`src/rtl/code_mem_loader.sv`:
```
// Code memory loader: receives a length-prefixed, checksummed byte stream and writes
// the payload into byte-wide code memory, holding the CPU in reset until a good load.
module code_mem_loader #(
  parameter int MEM_SIZE = 256,
  parameter int ADDR_W   = 10
) (
  input  logic              clk,
  input  logic              reset,
  input  logic              start,
  input  logic              in_valid,
  input  logic [7:0]        in_data,
  output logic              in_ready,
  output logic              mem_we,
  output logic [ADDR_W-1:0] mem_addr,
  output logic [7:0]        mem_wdata,
  output logic              cpu_reset_hold,
  output logic              done,
  output logic              error,
  output logic [15:0]       words_loaded
);

  typedef enum logic [2:0] {
    S_IDLE,
    S_LEN_LO,
    S_LEN_HI,
    S_DATA,
    S_CHECK,
    S_DONE,
    S_ERR
  } state_t;

  // Byte counter is wide enough to hold 4 * (16-bit word count) without wrapping.
  localparam int             CNT_W     = 18;
  localparam logic [15:0]    MAX_WORDS = 16'(MEM_SIZE);

  state_t             state_q, state_d;
  logic [15:0]        len_q, len_d;
  logic [CNT_W-1:0]   cnt_q, cnt_d;
  logic [7:0]         sum_q, sum_d;
  logic [15:0]        words_q, words_d;
  logic               mem_we_q, mem_we_d;
  logic [ADDR_W-1:0]  mem_addr_q, mem_addr_d;
  logic [7:0]         mem_wdata_q, mem_wdata_d;
  logic               done_q, done_d;
  logic               error_q, error_d;
  logic               hold_q, hold_d;

  logic               xfer;
  logic [15:0]        len_full;
  logic [CNT_W-1:0]   last_byte;

  always_ff @(posedge clk) begin
    if (reset) begin
      state_q     <= S_IDLE;
      len_q       <= '0;
      cnt_q       <= '0;
      sum_q       <= '0;
      words_q     <= '0;
      mem_we_q    <= 1'b0;
      mem_addr_q  <= '0;
      mem_wdata_q <= '0;
      done_q      <= 1'b0;
      error_q     <= 1'b0;
      hold_q      <= 1'b1;
    end else begin
      state_q     <= state_d;
      len_q       <= len_d;
      cnt_q       <= cnt_d;
      sum_q       <= sum_d;
      words_q     <= words_d;
      mem_we_q    <= mem_we_d;
      mem_addr_q  <= mem_addr_d;
      mem_wdata_q <= mem_wdata_d;
      done_q      <= done_d;
      error_q     <= error_d;
      hold_q      <= hold_d;
    end
  end

  always_comb begin
    state_d     = state_q;
    len_d       = len_q;
    cnt_d       = cnt_q;
    sum_d       = sum_q;
    words_d     = words_q;
    mem_we_d    = 1'b0;
    mem_addr_d  = mem_addr_q;
    mem_wdata_d = mem_wdata_q;
    done_d      = done_q;
    error_d     = error_q;
    hold_d      = hold_q;

    in_ready  = (state_q == S_LEN_LO) || (state_q == S_LEN_HI) ||
                (state_q == S_DATA)   || (state_q == S_CHECK);
    xfer      = in_valid && in_ready;
    len_full  = {in_data, len_q[7:0]};
    last_byte = {len_q, 2'b00} - CNT_W'(1);

    case (state_q)
      // A new load wipes all per-load state and re-asserts the CPU hold.
      S_IDLE, S_DONE, S_ERR: begin
        if (start) begin
          state_d = S_LEN_LO;
          len_d   = '0;
          cnt_d   = '0;
          sum_d   = '0;
          words_d = '0;
          done_d  = 1'b0;
          error_d = 1'b0;
          hold_d  = 1'b1;
        end
      end
      S_LEN_LO: begin
        if (xfer) begin
          len_d   = {8'h00, in_data};
          state_d = S_LEN_HI;
        end
      end
      S_LEN_HI: begin
        if (xfer) begin
          len_d = len_full;
          if (len_full > MAX_WORDS) begin
            state_d = S_ERR;
            error_d = 1'b1;
          end else if (len_full == 16'd0) begin
            state_d = S_CHECK;
          end else begin
            state_d = S_DATA;
          end
        end
      end
      // The write lands one cycle after the accept, addressed by the pre-increment count.
      S_DATA: begin
        if (xfer) begin
          mem_we_d    = 1'b1;
          mem_addr_d  = cnt_q[ADDR_W-1:0];
          mem_wdata_d = in_data;
          sum_d       = sum_q + in_data;
          cnt_d       = cnt_q + CNT_W'(1);
          if (cnt_q[1:0] == 2'b11) begin
            words_d = words_q + 16'd1;
          end
          if (cnt_q == last_byte) begin
            state_d = S_CHECK;
          end
        end
      end
      S_CHECK: begin
        if (xfer) begin
          if (in_data == sum_q) begin
            state_d = S_DONE;
            done_d  = 1'b1;
            hold_d  = 1'b0;
          end else begin
            state_d = S_ERR;
            error_d = 1'b1;
          end
        end
      end
      default: state_d = S_IDLE;
    endcase
  end

  assign mem_we         = mem_we_q;
  assign mem_addr       = mem_addr_q;
  assign mem_wdata      = mem_wdata_q;
  assign cpu_reset_hold = hold_q;
  assign done           = done_q;
  assign error          = error_q;
  assign words_loaded   = words_q;

endmodule

```
`config.mk`:
```
export PLATFORM = sky130hd
export DESIGN_NAME = code_mem_loader
export DESIGN_NICKNAME = d
export VERILOG_FILES = /design/src/rtl/code_mem_loader.sv
export SDC_FILE = /design/constraint.sdc
export NUM_CORES = 1
export LEC_CHECK = 0
export BUFFER_PORTS_ARGS = -buffer_cell sky130_fd_sc_hd__buf_4
export CORE_MARGIN = 4
export CORE_UTILIZATION = 55
export CTS_BUF_LIST = sky130_fd_sc_hd__clkbuf_8
export CTS_CLUSTER_DIAMETER = 200
export DETAILED_ROUTE_END_ITERATION = 12
export PLACE_DENSITY = 0.9
export SETUP_SLACK_MARGIN = 0.2
export SYNTH_ARGS = -nofsm -noshare
export SYNTH_HDL_FRONTEND = slang
export SYNTH_SLANG_ARGS = --single-unit
export TNS_END_PERCENT = 1
```
`constraint.sdc`:
```
create_clock -name clk -period 2.1 [get_ports clk]
set_input_delay 0.315 -clock clk [delete_from_list [all_inputs] [get_ports clk]]
set_output_delay 0.315 -clock clk [all_outputs]
set_load 0.05 [all_outputs]
```
### Word level (Yosys, flattened, before mapping)

Cells that the tools add are included.

| operators by class | value |
|---|---|
| add/sub/neg operators | 4 |
| $lt $le $gt $ge | 1 |
| equal/unequal tests | 19 |
| mux-type cells | 37 |
| bitwise logic cells | 2 |
| reduce and logical (&&, ||, !) cells | 21 |

Operators by type and width:

| cell | count |
|---|---|
| 2-to-1 mux 16 bit | 5 |
| case mux 16 bit (3 select lines) | 1 |
| 2-to-1 mux 18 bit | 2 |
| case mux 18 bit (2 select lines) | 1 |
| case mux 16 bit (2 select lines) | 1 |
| 2-to-1 mux 3 bit | 8 |
| adder 18 x 1 -> 18 bit (second input constant) | 1 |
| == test 18 bit | 1 |
| subtractor 18 x 1 -> 18 bit (second input constant) | 1 |
| adder 16 x 1 -> 16 bit (second input constant) | 1 |
| > comparator 16 x 9 -> 1 bit (second input constant) | 1 |
| logical NOT 16 bit | 1 |
| 2-to-1 mux 8 bit | 2 |
| case mux 8 bit (2 select lines) | 1 |
| AND reduction 4 bit | 4 |
| case mux 3 bit (5 select lines) | 1 |
| != test 2 bit (second input constant) | 6 |
| AND reduction 6 bit | 2 |
| 2-to-1 mux 1 bit | 11 |
| == test 3 bit (second input constant) | 3 |
| adder 8 bit | 1 |
| == test 8 bit | 1 |
| != test 2 x 1 -> 1 bit (second input constant) | 4 |
| == test 3 x 2 -> 1 bit (second input constant) | 2 |
| other kinds (15) | 22 |

| storage, ports and cells | value |
|---|---|
| register bits after elaboration | 83 |
| input port bits | 12 |
| output and inout port bits | 39 |
| word-level logic and storage cells | 96 |

### Depth between registers and ports, before layout

| logic depth | value |
|---|---|
| word-level depth | 7 |
| gate-level depth with buffers | 9 |
| gate-level depth less buffers | 9 |

### Least setup slack after synthesis

No wires, ideal clock.

| path | value |
|---|---|
| path type | reg-to-reg |
| from | reg len_q[2] |
| to | reg state_q[0] |
| library setup time | 0.130 ns |
| arrival time | 2.043 ns |
| data required time | 1.970 ns |
| path slack | -0.073 ns |
| stages on the path, launching flop included | 9 |
| buffers on the path | 1 |
| period minus slack after synthesis | 2.173 ns |
| cells stage by stage | dfxtp_1 buf_6 or3_4 or4_4 mux2_4 nand2_2 nand4_2 nor3_2 o31ai_1 |

| between the ends | value |
|---|---|
| word-level cells in the longest chain between the ends | 5 |
| elaborated cells between the ends (all ways) | 10 |
| classes of those cells | add/sub (1); order compare (1); eq/ne (2); mux (4); reduce/logical (2) |

RTL lines:

| what | line | text |
|---|---|---|
| start: declaration | 37 | `logic [15:0] len_q, len_d;` |
| start signal: assignment | 67 | `len_q <= len_d;` |
| branches (longest 5 deep; another with subtractor 18 x 1 -> 18 bit) | n/a |  |
| end signal: assignment | 66 | `state_q <= state_d;` |
| end: declaration | 36 | `state_t state_q, state_d;` |

Parallel ways; which one is timed is not known. The select of a mux whose other input is x is not followed.
A chain may end at the register's enable or synchronous reset.

### Worst setup path after layout

| path | value |
|---|---|
| from | reg len_q[8] |
| to | reg state_q[0] |

| between the ends | value |
|---|---|
| word-level cells in the longest chain between the ends | 4 |

RTL lines:

| what | line | text |
|---|---|---|
| subtractor 18 x 1 -> 18 bit | 97 | `last_byte = {len_q, 2'b00} - CNT_W'(1);` |
| == test 18 bit | 143 | `if (cnt_q == last_byte) begin` |
| != test 2 x 1 -> 1 bit (no line) | n/a |  |
| AND reduction 6 bit (no line) | n/a |  |

No other way between the ends.

==> metrics <==
status complete, but fails checks; violated checks setup timing; RSZ-0062 raised after global routing true; largest net degree at the start of global routing 54; dpl cell area 0.00517 mm2; Post-Synth Simple-Gate Area 0.277; CP required 2.39 ns; setup bufs post-CTS 0; largest family of logic cells by synthesized area simple AND/OR/NAND/NOR gates; Yosys cell types 53; Synth Area in Compound Gates 0.148; cell depth of the worst hold path 3; max-slew violation count 0; Final setup viols 3; CTS tree yes; Hold Fails Final Rpt 0; Worst IR Drop VDD 466 uV; cell area power density 1000 mW/mm2; CP max FO 2; # IOs 51; first-pass GRT wire length 20,000 um; Final nets 678; Clock Latency Late Sink 0.37 ns; gpl congestion 0.919; DR vias/cell 5.94; post-layout util 0.704; antenna viol nets, final 0; top cell type's share of synthesized area 0.371; Reg clk slew, reported paths 0.10 ns; Critical Path Most Common Cell or4_4; Root Driver clkbuf_8; final WL 12,300 um; DRT Pass-1 Iters 5; DRC Markers 0; DR WL/cell 16.2 um; leading post-synthesis cells by cell area dfxtp_1, nor2_1, nand2_1, xor2_1, a21oi_1; H-tree depth 3; fillers 559; Synth async-reset ratio 0; worst slack at placement -0.103 ns; Tcrit/Tclk final 1.01; share of layout cells above drive strength 1 0.226; Period minus WS final 2.13 ns; syn_area_per_cell 7.66 um2; CP peak stage delay 0.53 ns; Post-Synthesis Cells 585; DIE HEIGHT 98.3 um; Setup crit end kind flop; CTS sink count 83; diode count 0; Netlist Area Pre-Place 0.00448 mm2; Synth warnings 0; CTS max path bufs 2; R2R cell count 8; post-layout instance area 0.00550 mm2; worst setup margin -0.0274 ns; multiplexer area fraction after synthesis 0.0103; most common flop cell mapped by yosys dfxtp_1; Std-Cell Core Area 0.00781 mm2; largest area contributor in the netlist dfxtp_1; EDFF count, synth 0; Peak Freq 470 MHz; Worst path slowest cell or4_4; CTS Buf Count 9; total of max-cap violations 0; Die Area 0.00966 mm2; hpwl dp 8610 um; number of I/O port buffers 50; initial antenna violation count 0; die width 98.3 um; XOR/XNOR Fraction of Synth Area 0.113; vias in the first global route 4,417; post-synthesis sequential area ratio 0.371; startpoint types flop; FF+latch count, synth 83; Rows 32; post-synthesis adder-cell area fraction 0.0352; Least-Margin Pin Slew 0.550 ns; WL met3 901 um; Iteration-0 DRC Markers 386; Vias 4,519; Initial Utilization 0.574; worst min-delay path class in2reg; Max Clock Skew 0.0144 ns; P&R area growth vs syn 22.6%; top sig layer met4; hold_buf cts 0; GRT overflow 0; crit path kind reg2reg; CP arrival 2.42 ns; slew margin rel. 0.634; Pleak 2.28 nW; CP Cell Sequence or4_4, or4_4, buf_4, a31oi_2, o21ai_1, nand2_1, nor3_2, o31ai_1; wire length on met1 4870 um; Total GRT Usage 0.251; Post-Syn Nets 609; DR WL met2 6150 um
[cells in the final DEF (no fill, tap or decap), types with 5 or more instances in the layout]
master	n
and2_1	5
nand3_1	27
o21ai_0	16
nand2_1	77
xnor2_1	25
a22oi_1	5
nor3_1	15
or3_1	6
nand4_1	15
nor3_2	5
inv_1	13
and3_1	7
a21o_1	6
a21oi_1	53
buf_4	93
xor2_1	32
ha_1	9
dfxtp_1	79
nor4_1	5
clkbuf_8	9
nor2_1	80
[power breakdown]
group          internal [mW]  switching (mW)  total, mW
Clock                  0.575           0.665       1.24
Sequential              1.68           0.104       1.79
Combinational          0.990            1.49       2.48
Total                   3.25            2.26       5.51
[final cells by class]
cell class	count	area (um2)	area share
multi-input combinational	452	2730	0.496
sequential	83	1670	0.303
tap	102	128	0.0232
clock buffer	9	124	0.0225
inverter	13	48.8	0.00888
clock inverter	7	83.8	0.0153
timing repair buffer	95	721	0.131
[registers in the layout, indices dropped and copies added (netlist names)]
name            flops
cpu_reset_hold      1
words_loaded       16
state_q             3
mem_wdata           8
sum_q               8
mem_addr           10
cnt_q              18
done                1
len_q              16
mem_we              1
error               1
[Yosys cell counts (all sizes together), types with 3 or more instances]
| library cell | count |
|---|---|
| dfxtp | 83 |
| nor2 | 81 |
| nand2 | 78 |
| a21oi | 56 |
| xor2 | 33 |
| clkbuf | 30 |
| nand3 | 28 |
| xnor2 | 25 |
| o21ai | 21 |
| nor3 | 20 |
| nand4 | 16 |
| inv | 13 |
| ha | 11 |
| nor4 | 9 |
| or3 | 8 |
| and3 | 7 |
| buf | 7 |
| a21o | 6 |
| a22oi | 5 |
| and2 | 5 |
| a211oi | 4 |
| a31oi | 4 |
| nor2b | 4 |
| or2 | 3 |
[worst paths after layout]
kind                     from      endpoint  slack, ns
setup / recovery     len_q[8]    state_q[0]      -0.03
hold / removal     in_data[3]  mem_wdata[3]       0.23
setup reg to reg     len_q[8]    state_q[0]      -0.03
hold reg to reg   mem_addr[0]   mem_addr[0]       0.46
[metal layers]
metal,track usage,vias to the layer above
met5,0,-
met2,0.427,201
met4,0.136,0
met3,0.0486,48
li1,-,2151
met1,0.297,2119
[per-stage QoR]
stage	total power [mW]	hold slack (ns)	setup TNS, ns	std cells
2_1_floorplan	3.44	0.443	-0.00945	585
3_3_place_gp	4.05	0.445	-0.0784	745
3_5_place_dp	4.14	0.450	-0.296	745
4_1_cts	5.41	0.217	-0.0205	761
5_1_grt	5.78	0.228	-0.661	761
6_report	5.51	0.230	-0.0710	761
[worst max-delay path, delay by kind of cell, from the launching register on]
kind                   cells  cell delay (ns)
and+or+nand+nor            4             1.13
AOI/OAI and AO/OA          3             0.45
DFF                        1             0.32
buffers and inverters      1             0.16
[kinds of logic after synthesis]
logic type | Yosys count
and+or+nand+nor | 266
AOI/OAI and AO/OA | 112
DFF | 83
xor gates and xnor gates | 58
buffers and inverters | 50
adders and majority gates | 12
muxes | 4
[what timing repair did]
action / 4_1_cts / 5_1_grt
resized for setup: 9 / 22
pin swaps: 3 / 6
setup endpoints to repair: 20 / 38
cloned: 0 / 0
Note: power is estimated with default switching activity, not from simulation.
